===== src/rtl/instruction_fetch.sv =====
// Instruction fetch stage: PC register, IF/ID pipeline register and the
// debug run-control state machine (IDLE / RUN / STEP / DONE).
module instruction_fetch #(
    parameter int unsigned N_BITS      = 32,
    parameter logic [5:0]  HALT_OPCODE = 6'b111111
) (
    input  logic              i_clk,
    input  logic              i_reset,
    input  logic              i_start,
    input  logic              i_step,
    input  logic              i_halt,
    input  logic              i_flush,
    input  logic [N_BITS-1:0] i_jump_direction,
    input  logic [N_BITS-1:0] i_instruction,
    output logic [N_BITS-1:0] o_imem_addr,
    output logic [N_BITS-1:0] o_pc_plus4,
    output logic [N_BITS-1:0] o_IF_ID_instruction,
    output logic [N_BITS-1:0] o_IF_ID_pc_plus4,
    output logic              o_IF_ID_valid,
    output logic [1:0]        o_state,
    output logic              o_program_end,
    output logic [N_BITS-1:0] o_cycle_count
);

    localparam int unsigned OPC_W = 6;
    localparam logic [N_BITS-1:0] PC_INC   = N_BITS'(4);
    localparam logic [N_BITS-1:0] CNT_MAX  = '1;

    typedef enum logic [1:0] {
        ST_IDLE = 2'b00,
        ST_RUN  = 2'b01,
        ST_STEP = 2'b10,
        ST_DONE = 2'b11
    } state_t;

    state_t            state_q, state_d;
    logic [N_BITS-1:0] pc_q, pc_d;
    logic [N_BITS-1:0] ifid_instr_q, ifid_instr_d;
    logic [N_BITS-1:0] ifid_pc4_q, ifid_pc4_d;
    logic              ifid_valid_q, ifid_valid_d;
    logic              prog_end_q, prog_end_d;
    logic [N_BITS-1:0] cycle_cnt_q, cycle_cnt_d;

    logic              adv_en;
    logic [N_BITS-1:0] pc_plus4;
    logic              is_halt_op;

    assign pc_plus4   = pc_q + PC_INC;
    assign is_halt_op = (i_instruction[N_BITS-1 -: OPC_W] == HALT_OPCODE);
    assign adv_en     = (state_q == ST_RUN) || ((state_q == ST_STEP) && i_step);

    // Next-state computation for run control, PC, IF/ID and cycle counter
    always_comb begin
        state_d      = state_q;
        pc_d         = pc_q;
        ifid_instr_d = ifid_instr_q;
        ifid_pc4_d   = ifid_pc4_q;
        ifid_valid_d = ifid_valid_q;
        cycle_cnt_d  = cycle_cnt_q;

        unique case (state_q)
            ST_IDLE: begin
                if (i_start)     state_d = ST_RUN;
                else if (i_step) state_d = ST_STEP;
            end
            ST_STEP: begin
                if (i_start) state_d = ST_RUN;
            end
            default: ;
        endcase

        if (adv_en) begin
            if (cycle_cnt_q != CNT_MAX) cycle_cnt_d = cycle_cnt_q + N_BITS'(1);
            if (i_flush) begin
                pc_d         = i_jump_direction;
                ifid_instr_d = '0;
                ifid_pc4_d   = '0;
                ifid_valid_d = 1'b0;
            end else if (!i_halt) begin
                pc_d         = pc_plus4;
                ifid_instr_d = i_instruction;
                ifid_pc4_d   = pc_plus4;
                ifid_valid_d = 1'b1;
                // A halt opcode that actually enters IF/ID ends the program
                if (is_halt_op) state_d = ST_DONE;
            end
        end

        prog_end_d = (state_d == ST_DONE);
    end

    // State and pipeline registers, cleared asynchronously by reset
    always_ff @(posedge i_clk or posedge i_reset) begin
        if (i_reset) begin
            state_q      <= ST_IDLE;
            pc_q         <= '0;
            ifid_instr_q <= '0;
            ifid_pc4_q   <= '0;
            ifid_valid_q <= 1'b0;
            prog_end_q   <= 1'b0;
            cycle_cnt_q  <= '0;
        end else begin
            state_q      <= state_d;
            pc_q         <= pc_d;
            ifid_instr_q <= ifid_instr_d;
            ifid_pc4_q   <= ifid_pc4_d;
            ifid_valid_q <= ifid_valid_d;
            prog_end_q   <= prog_end_d;
            cycle_cnt_q  <= cycle_cnt_d;
        end
    end

    assign o_imem_addr         = pc_q;
    assign o_pc_plus4          = pc_plus4;
    assign o_IF_ID_instruction = ifid_instr_q;
    assign o_IF_ID_pc_plus4    = ifid_pc4_q;
    assign o_IF_ID_valid       = ifid_valid_q;
    assign o_state             = state_q;
    assign o_program_end       = prog_end_q;
    assign o_cycle_count       = cycle_cnt_q;

endmodule

===== config.mk =====
export PLATFORM = sky130hd
export DESIGN_NAME = instruction_fetch
export DESIGN_NICKNAME = d
export VERILOG_FILES = /design/src/rtl/instruction_fetch.sv
export SDC_FILE = /design/constraint.sdc
export NUM_CORES = 1
export LEC_CHECK = 0
export ABC_AREA = 1
export CORE_ASPECT_RATIO = 0.7
export CORE_UTILIZATION = 47
export DETAILED_ROUTE_END_ITERATION = 8
export GPL_TIMING_DRIVEN = 0
export PLACE_DENSITY = 0.91
export SYNTH_ARGS = -nofsm -noshare
export SYNTH_HDL_FRONTEND = slang
export SYNTH_SLANG_ARGS = --single-unit

===== constraint.sdc =====
create_clock -name i_clk -period 6.1 [get_ports i_clk]
set_clock_uncertainty 0.15 [all_clocks]
set_input_delay 1.83 -clock i_clk [delete_from_list [all_inputs] [get_ports i_clk]]
set_output_delay 1.83 -clock i_clk [all_outputs]
set_load 0.005 [all_outputs]

=== Word level (Yosys, flattened, before mapping) ===
Cells that the tools add are included.

* Register bits after elaboration: 132
* Input bits: 70
* Output and inout port bits: 164
* Logic and storage cells: 35

* $add $sub $neg: 2
* Equality and inequality tests: 6
* Muxes and demuxes: 15
* Reductions and logical operators: 5

{| class="wikitable"
|+ Operators with widths
! cell !! number
|-
| 2-to-1 mux 32 bit || 5
|-
| adder 32 x 1 -> 32 bit, second input constant || 1
|-
| adder 32 x 3 -> 32 bit, second input constant || 1
|-
| != test 32 bit, second input constant || 1
|-
| 2-to-1 mux 2 bit || 7
|-
| equality test 6 bit, second input constant || 1
|-
| equality test 2 bit, second input constant || 2
|-
| case mux 2 bit (2 select lines) || 1
|-
| AND reduction 2 bit || 2
|-
| equality test 2 x 1 -> 1 bit, second input constant || 1
|-
| zero test 2 bit || 1
|-
| 2-to-1 mux 1 bit || 2
|-
| != test 2 x 1 -> 1 bit, second input constant || 1
|-
| logical AND 1 bit || 1
|-
| logical OR 1 bit || 1
|}

=== Logic depth before layout (Yosys ltp) ===
Gate-level depths: netlist of the first run.

* Depth after elaboration: 8
* Mapped depth: 11
* Depth with buffers taken out: 10

=== Worst setup path after synthesis of the first run ===
Ideal clock, no wire load.

* Kind: register -> output
* From: register pc_q[3] (netlist: o_imem_addr[3])
* To: output port o_pc_plus4[16]
* Data arrival time: 1,225 ps
* Data required time: 4,120 ps
* Path slack: 2,895 ps
* Cell stages (with the launch flop): 9
* Buffers on the path: 0
* Cells stage by stage: dfrtp_1 -> ha_1 -> nand2_1 -> nor2_1 -> nand2_2 -> nor2_4 -> nand2_1 -> nand2_1 -> nand2_1

* Word-level cells in the longest chain between the ends: 1

{| class="wikitable"
|+ RTL lines
! element !! line !! text
|-
| start, declared || 37 || <nowiki>logic [N_BITS-1:0] pc_q, pc_d;</nowiki>
|-
| start signal, assigned || 104 || <nowiki>pc_q <= pc_d;</nowiki>
|-
| adder 32 x 3 -> 32 bit || 48 || <nowiki>assign pc_plus4 = pc_q + PC_INC;</nowiki>
|-
| end, declared || 16 || <nowiki>output logic [N_BITS-1:0] o_pc_plus4,</nowiki>
|}

No other way between the ends.

=== Final worst setup path of the first run ===
* From: register pc_q[3] (netlist: o_imem_addr[3])
* To: output port o_pc_plus4[28]

The elaborated chain is that of the path after synthesis.

==> flow_summary.toml, run 1 <==
[route]
vias = 7394
dr.pass1.iters = 5
drt-total-wl_um = 24000
route.detailed.drc = 0
antenna_left = 0
drt_iter0_markers = 604
via_per_inst = 5.37
wl_per_cell_um = 17.5

[finish]
design_area_um2 = 10200
syn2layout_area_growth_pct = 45.6
nets = 1245
fin_util_pct = 71.8
antennaDiodeCount = 0
fillers = 1135
drive_gt1_share_pct = 7.34

[floorplanning]
floorplan.initialDensity_pct = 49.3
io_pins = 234
rows = 36
die_h_um = 104
coreArea_um2 = 14200
die_w_um = 148
dieArea_um2 = 15400

[timing]
rsz0062_at_grt = "no"
hold_ws_ps = 337
min_period_ps = 4550
relSlewSlack_pct = 54.8
slew_viol_final = 0
setup_viol = 0
finalHoldViolations = 0
tightest_slew_ps = 673
max_freq_mhz = 220
min_period_over_period_pct = 74.6

[critical_path]
required_ps = 4120
rr_worst_depth = 9
critPathKind = "register to output pin"
cp_data_arrival_time_ps = 2570
ff2ff_setup_slack_ps = 3980
r2r_end = "o_imem_addr[22]"
worst-path-max-fanout = 5
critPathCapture = "o_pc_plus4[28]"
r2r-start = "o_imem_addr[3]"
cp-start-kind = "register"
cp-startpoint = "o_imem_addr[3]"
crit_path_end_kind = "output pin"

[clock_tree]
htreeDepth = 4
cts-buffers-inserted = 17
clk_pin_slew_worst_paths_ps = 70
cts_resized = 0
clk-insertion-delay-late_ps = 420
clock_sinks = 132
cts.hold.buffers_added = 0
tritoncts = "done"
clockBufferDepth = 2
cts_setup_buffers = 0
cts_root_buf = "clkbuf_16"

[flow_run]
drv_cap = 0

[power_and_ir_drop]
p_comb_share_pct = 33.1
p_int_w = 0.00224
vdd_drop_max_v = 0.000199
p_clk_share_pct = 31.0
p_leak_nw = 4.66
p_sw_w = 0.00117
seqPwrFrac_pct = 35.9
swShare_pct = 34.2
powerDensity_nw_per_um2 = 333

[logic_synthesis]
synth-warning-count = 0
syn_inst = 920
ys_seq_area_share_pct = 47.0
synth.top_cell.area_share_pct = 47.0
synth-edff-count = 0
synth_ff_type = "dfrtp_1"
synth.area.top_cells = "dfrtp_1 (47%), nand2_1 (20%), nor2_1 (5.3%), a22o_1 (4.0%), inv_1 (3.1%)"
yosysMostFrequentCell = "nand2_1"
synth_seq_cells = 132
syn_area_per_cell_um2 = 7.63
syn-cell-area_um2 = 7020
synth_cell_type_count = 39
synth_fp_nets = 992
ys_async_sr_fraction_pct = 100
synth_top_cell_by_area = "dfrtp_1"
synthTopCellsByCount = "nand2_1 (373), dfrtp_1 (132), nor2_1 (99), inv_1 (58), nand3_1 (43)"

[status]
status = "completed"

[placed_design]
dpl.hpwl_um = 18500
portBuffers = 233
postPlaceCellArea_um2 = 9620
routabilityCongestion = 0.963

[global_route]
grt_antenna_before_repair = 0
grt_pass1_wl_um = 37700
grt_pass1_vias = 7012
grt_max_degree = 75
grt_use_total_pct = 31.9
grt_overflow = 0

[worst_hold_path]
min_from = "o_IF_ID_pc_plus4[12]"
hold_class = "register to register"
==> stage by stage <==
step	cells	setup TNS, ps	power [W]	setup slack (ps)
after floorplan	920	0	0.00165	594
after global placement	1343	-161480	0.00231	-1240
after CTS	1376	0	0.00340	1610
after detailed placement	1344	0	0.00234	2120
after global routing	1376	0	0.00357	1470
final	1376	0	0.00340	1550
==> cell type report <==
| cell class | count | area [um^2] | share of cell area (%) |
|---|---|---|---|
| Sequential cell | 132 | 3300 | 32.3 |
| Tap cell | 190 | 238 | 2.33 |
| Clock buffer | 17 | 425 | 4.16 |
| Inverter | 64 | 250 | 2.45 |
| Buffer | 31 | 181 | 1.77 |
| Timing Repair Buffer | 234 | 2360 | 23.1 |
| Multi-Input combinational cell | 693 | 3290 | 32.2 |
| Clock inverter | 15 | 175 | 1.71 |
==> worst max-delay path, cell delays in order, from the launching register on <==
cell and delay, ps:
dfrtp_1 430, ha_1 240, nand2_1 80, nor2_1 280
nand3_1 250, inv_1 130, nand3_1 100, nand2_1 130
clkdlybuf4s50_1 510
==> metal layers <==
layer / wire length, um / GRT usage (%) / vias up
met4: 497 / 9.65 / 0
met5: 0 / 0 / -
met1: 10600 / 45.5 / 3507
li1: - / - / 3443
met3: 2410 / 7.19 / 40
met2: 10500 / 48.2 / 404
==> sequential cells by signal, indices dropped and copies added (netlist names) <==
| name | flops |
|---|---|
| o_IF_ID_instruction | 32 |
| o_IF_ID_pc_plus4 | 32 |
| o_program_end | 1 |
| o_state | 2 |
| o_cycle_count | 32 |
| o_imem_addr | 32 |
| o_IF_ID_valid | 1 |
==> layout by cell type (no fill, tap or decap), types with 4 or more instances in the layout <==
cell type,netlist,final
nor2_1,99,99
nand3_1,43,43
inv_6,1,8
clkbuf_1,6,6
inv_2,4,4
nor3_1,7,7
clkbuf_16,0,17
nand2_1,373,373
o21ai_0,29,29
buf_6,5,5
nand2_2,5,5
dfrtp_1,132,132
clkdlybuf4s50_1,0,233
inv_8,0,6
a22o_1,32,32
buf_2,16,16
xnor2_1,14,14
or2_2,5,5
xor2_1,20,20
inv_1,58,57
a21oi_1,14,14
nor2_4,4,4
o21ai_1,11,11
nand3b_1,7,7
==> cells by family after synthesis <==
| group | after synthesis | share of synthesized area [%] |
|---|---|---|
| simple gates | 556 | 32.7 |
| fa+ha+maj | 2 | 0.356 |
| xor+xnor | 34 | 4.24 |
| mux | 2 | 0.321 |
| buf+inv | 95 | 6.08 |
| compound gates | 99 | 9.25 |
| flops | 132 | 47.0 |
==> worst min path at each step <==
| stage | endpoint | slack (ps) | cells after the start |
|---|---|---|---|
| 3_5_place_dp | o_IF_ID_pc_plus4[27] | 320 | 2 |
| 4_1_cts | o_IF_ID_pc_plus4[14] | 340 | 2 |
| 6_report | o_IF_ID_pc_plus4[12] | 340 | 2 |
| 3_3_place_gp | o_IF_ID_pc_plus4[26] | 310 | 2 |
| 5_1_grt | o_IF_ID_pc_plus4[27] | 360 | 2 |
| 2_1_floorplan | o_IF_ID_instruction[27] | 320 | 2 |
==> power by group through the flow <==
stage          clock, W  combinational, W  sequential (W)
3_3_place_gp          0           0.00108         0.00122
6_report        0.00106           0.00113         0.00122
2_1_floorplan         0          0.000443         0.00120
4_1_cts         0.00106           0.00112         0.00122
5_1_grt         0.00111           0.00122         0.00124
3_5_place_dp          0           0.00111         0.00123
No activity file was read; power rests on OpenSTA's default activity.
==> run 2: changes to the inputs <==
--- a/config.mk
+++ b/config.mk
@@ -7,10 +7,10 @@
 export LEC_CHECK = 0
 export ABC_AREA = 1
 export CORE_ASPECT_RATIO = 0.7
-export CORE_UTILIZATION = 47
+export CORE_UTILIZATION = 42
 export DETAILED_ROUTE_END_ITERATION = 8
 export GPL_TIMING_DRIVEN = 0
-export PLACE_DENSITY = 0.91
+export PLACE_DENSITY = 0.86
 export SYNTH_ARGS = -nofsm -noshare
 export SYNTH_HDL_FRONTEND = slang
 export SYNTH_SLANG_ARGS = --single-unit
==> constraint.sdc (replaced) <==
create_clock -name i_clk -period 3.7 [get_ports i_clk]
set_clock_uncertainty 0.15 [all_clocks]
set_input_delay 1.11 -clock i_clk [delete_from_list [all_inputs] [get_ports i_clk]]
set_output_delay 1.11 -clock i_clk [all_outputs]
set_load 0.005 [all_outputs]
==> flow_summary.toml, run 2 (synthesized netlist as in run 1, its figures left out) <==
[timing]
slew_viol_final = 0
rsz0062_at_grt = "no"
min_period_ps = 3630
max_freq_mhz = 275
setup_viol = 0
relSlewSlack_pct = 60.5
tightest_slew_ps = 588
min_period_over_period_pct = 98.2
finalHoldViolations = 0

[clock_tree]
clockBufferDepth = 2
clk-insertion-delay-late_ps = 430
htreeDepth = 4
clk_pin_slew_worst_paths_ps = 70
clock_sinks = 132
cts-buffers-inserted = 17
cts_root_buf = "clkbuf_16"
cts.hold.buffers_added = 0
tritoncts = "done"

[finish]
nets = 1247
final_common_cell = "nand2_1"
syn2layout_area_growth_pct = 47.2
seqCellArea_um2 = 3310
mostFrequentLayoutCells = "nand2_1 (372), clkdlybuf4s50_1 (233), dfrtp_1 (127), nor2_1 (95), inv_1 (57)"
fillers = 1413
drive_gt1_share_pct = 8.50
antennaDiodeCount = 0
multi_input_area_um2 = 3330
stdcell_count = 1413

[status]
status = "completed"

[global_route]
grt_pass1_vias = 6707
grt_antenna_before_repair = 0
grt_pass1_wl_um = 37900
grt_max_degree = 41
grt_overflow = 0
grt_use_total_pct = 29.8

[placed_design]
portBuffers = 233
dpl.hpwl_um = 19700
dp_cells = 1381
routabilityCongestion = 1.04

[route]
via_per_inst = 5.25
vias = 7422
antenna_left = 0
route.detailed.drc = 0
wl_per_cell_um = 18.0
drt_iter0_markers = 614
dr.pass1.iters = 5
drt-total-wl_um = 25400

[worst_hold_path]
hold_class = "register to register"
holdPathStages = 2

[power_and_ir_drop]
power_w = 0.00562
p_leak_nw = 4.65
vdd_drop_max_v = 0.000314
powerDensity_nw_per_um2 = 543

[floorplanning]
rows = 39
die_w_um = 157
coreArea_um2 = 16300
floorplan.initialDensity_pct = 43.0
die_h_um = 110
io_pins = 234
dieArea_um2 = 17200

[critical_path]
worst-path-max-fanout = 5
cp_data_arrival_time_ps = 2370
crit_path_end_kind = "output pin"
rr_worst_depth = 11
critPathKind = "register to output pin"
required_ps = 2440
cp-start-kind = "register"

[flow_run]
drv_cap = 0
-- run 2: final timing paths --
kind / slack, ps / to / start
worst max register to register: 1610 / o_cycle_count[17] / o_cycle_count[0]
max in group asynchronous: 1360 / o_IF_ID_pc_plus4[28] / i_reset
worst min register to register: 330 / o_IF_ID_pc_plus4[29] / o_IF_ID_pc_plus4[29]
worst min-delay path: 330 / o_IF_ID_pc_plus4[29] / o_IF_ID_pc_plus4[29]
worst max-delay path: 70 / o_pc_plus4[30] / o_imem_addr[15]
min in group asynchronous: 930 / o_cycle_count[19] / i_reset
-- run 2: metal layers --
metal	vias to the layer above	wire length (um)	GRT usage (%)	part of all wire, %
met5	-	0	0	0
met3	27	2820	9.46	11
met2	403	10900	44.6	43
met4	0	374	7.91	1.5
met1	3547	11300	41.6	44
li1	3445	-	-	-
-- run 2: where the power goes --
group | internal [W] | switching [W]
registers | 0.00172 | 0.000314
clock network | 0.000955 | 0.000743
logic | 0.00102 | 0.000869
total | 0.00369 | 0.00193
-- run 2: cell type report --
cell class / count / area share (%)
inverters: 64 / 2.41
plain buffers: 31 / 1.76
clock buffers: 17 / 4.12
well taps: 225 / 2.72
repair buffers: 236 / 23.2
multi-input cells: 693 / 32.2
clock inverters: 15 / 1.57
flip-flops and latches: 132 / 32.0
-- run 2: timing repair --
item,CTS,global route
gates cloned,0,0
pin swaps,0,1
buffers inserted,0,0
resized for setup,1,14
endpoints found under the setup margin,1,19
-- run 2: per-stage QoR --
stage / utilization [%] / hold slack (ps) / TNS [ps] / instance area, um^2 / setup slack [ps]
6_report: 63.2 / 325 / 0 / 10300 / 66.2
5_1_grt: 63.2 / 357 / 0 / 10300 / 0.479
4_1_cts: 62.9 / 332 / 0 / 10300 / 9.38
3_5_place_dp: 59.3 / 315 / 0 / 9700 / 453
3_3_place_gp: 59.0 / 315 / -57030 / 9640 / -445
2_1_floorplan: - / 322 / 0 / 7030 / 803
-- run 2: worst max-delay path: stages, from the launching register on --
cell,delay (ps)
dfrtp_1,440
nand2_1,120
nor2_1,240
nand2_1,140
nor2_1,190
nand3b_1,130
nand2_1,150
clkdlybuf4s50_1,530
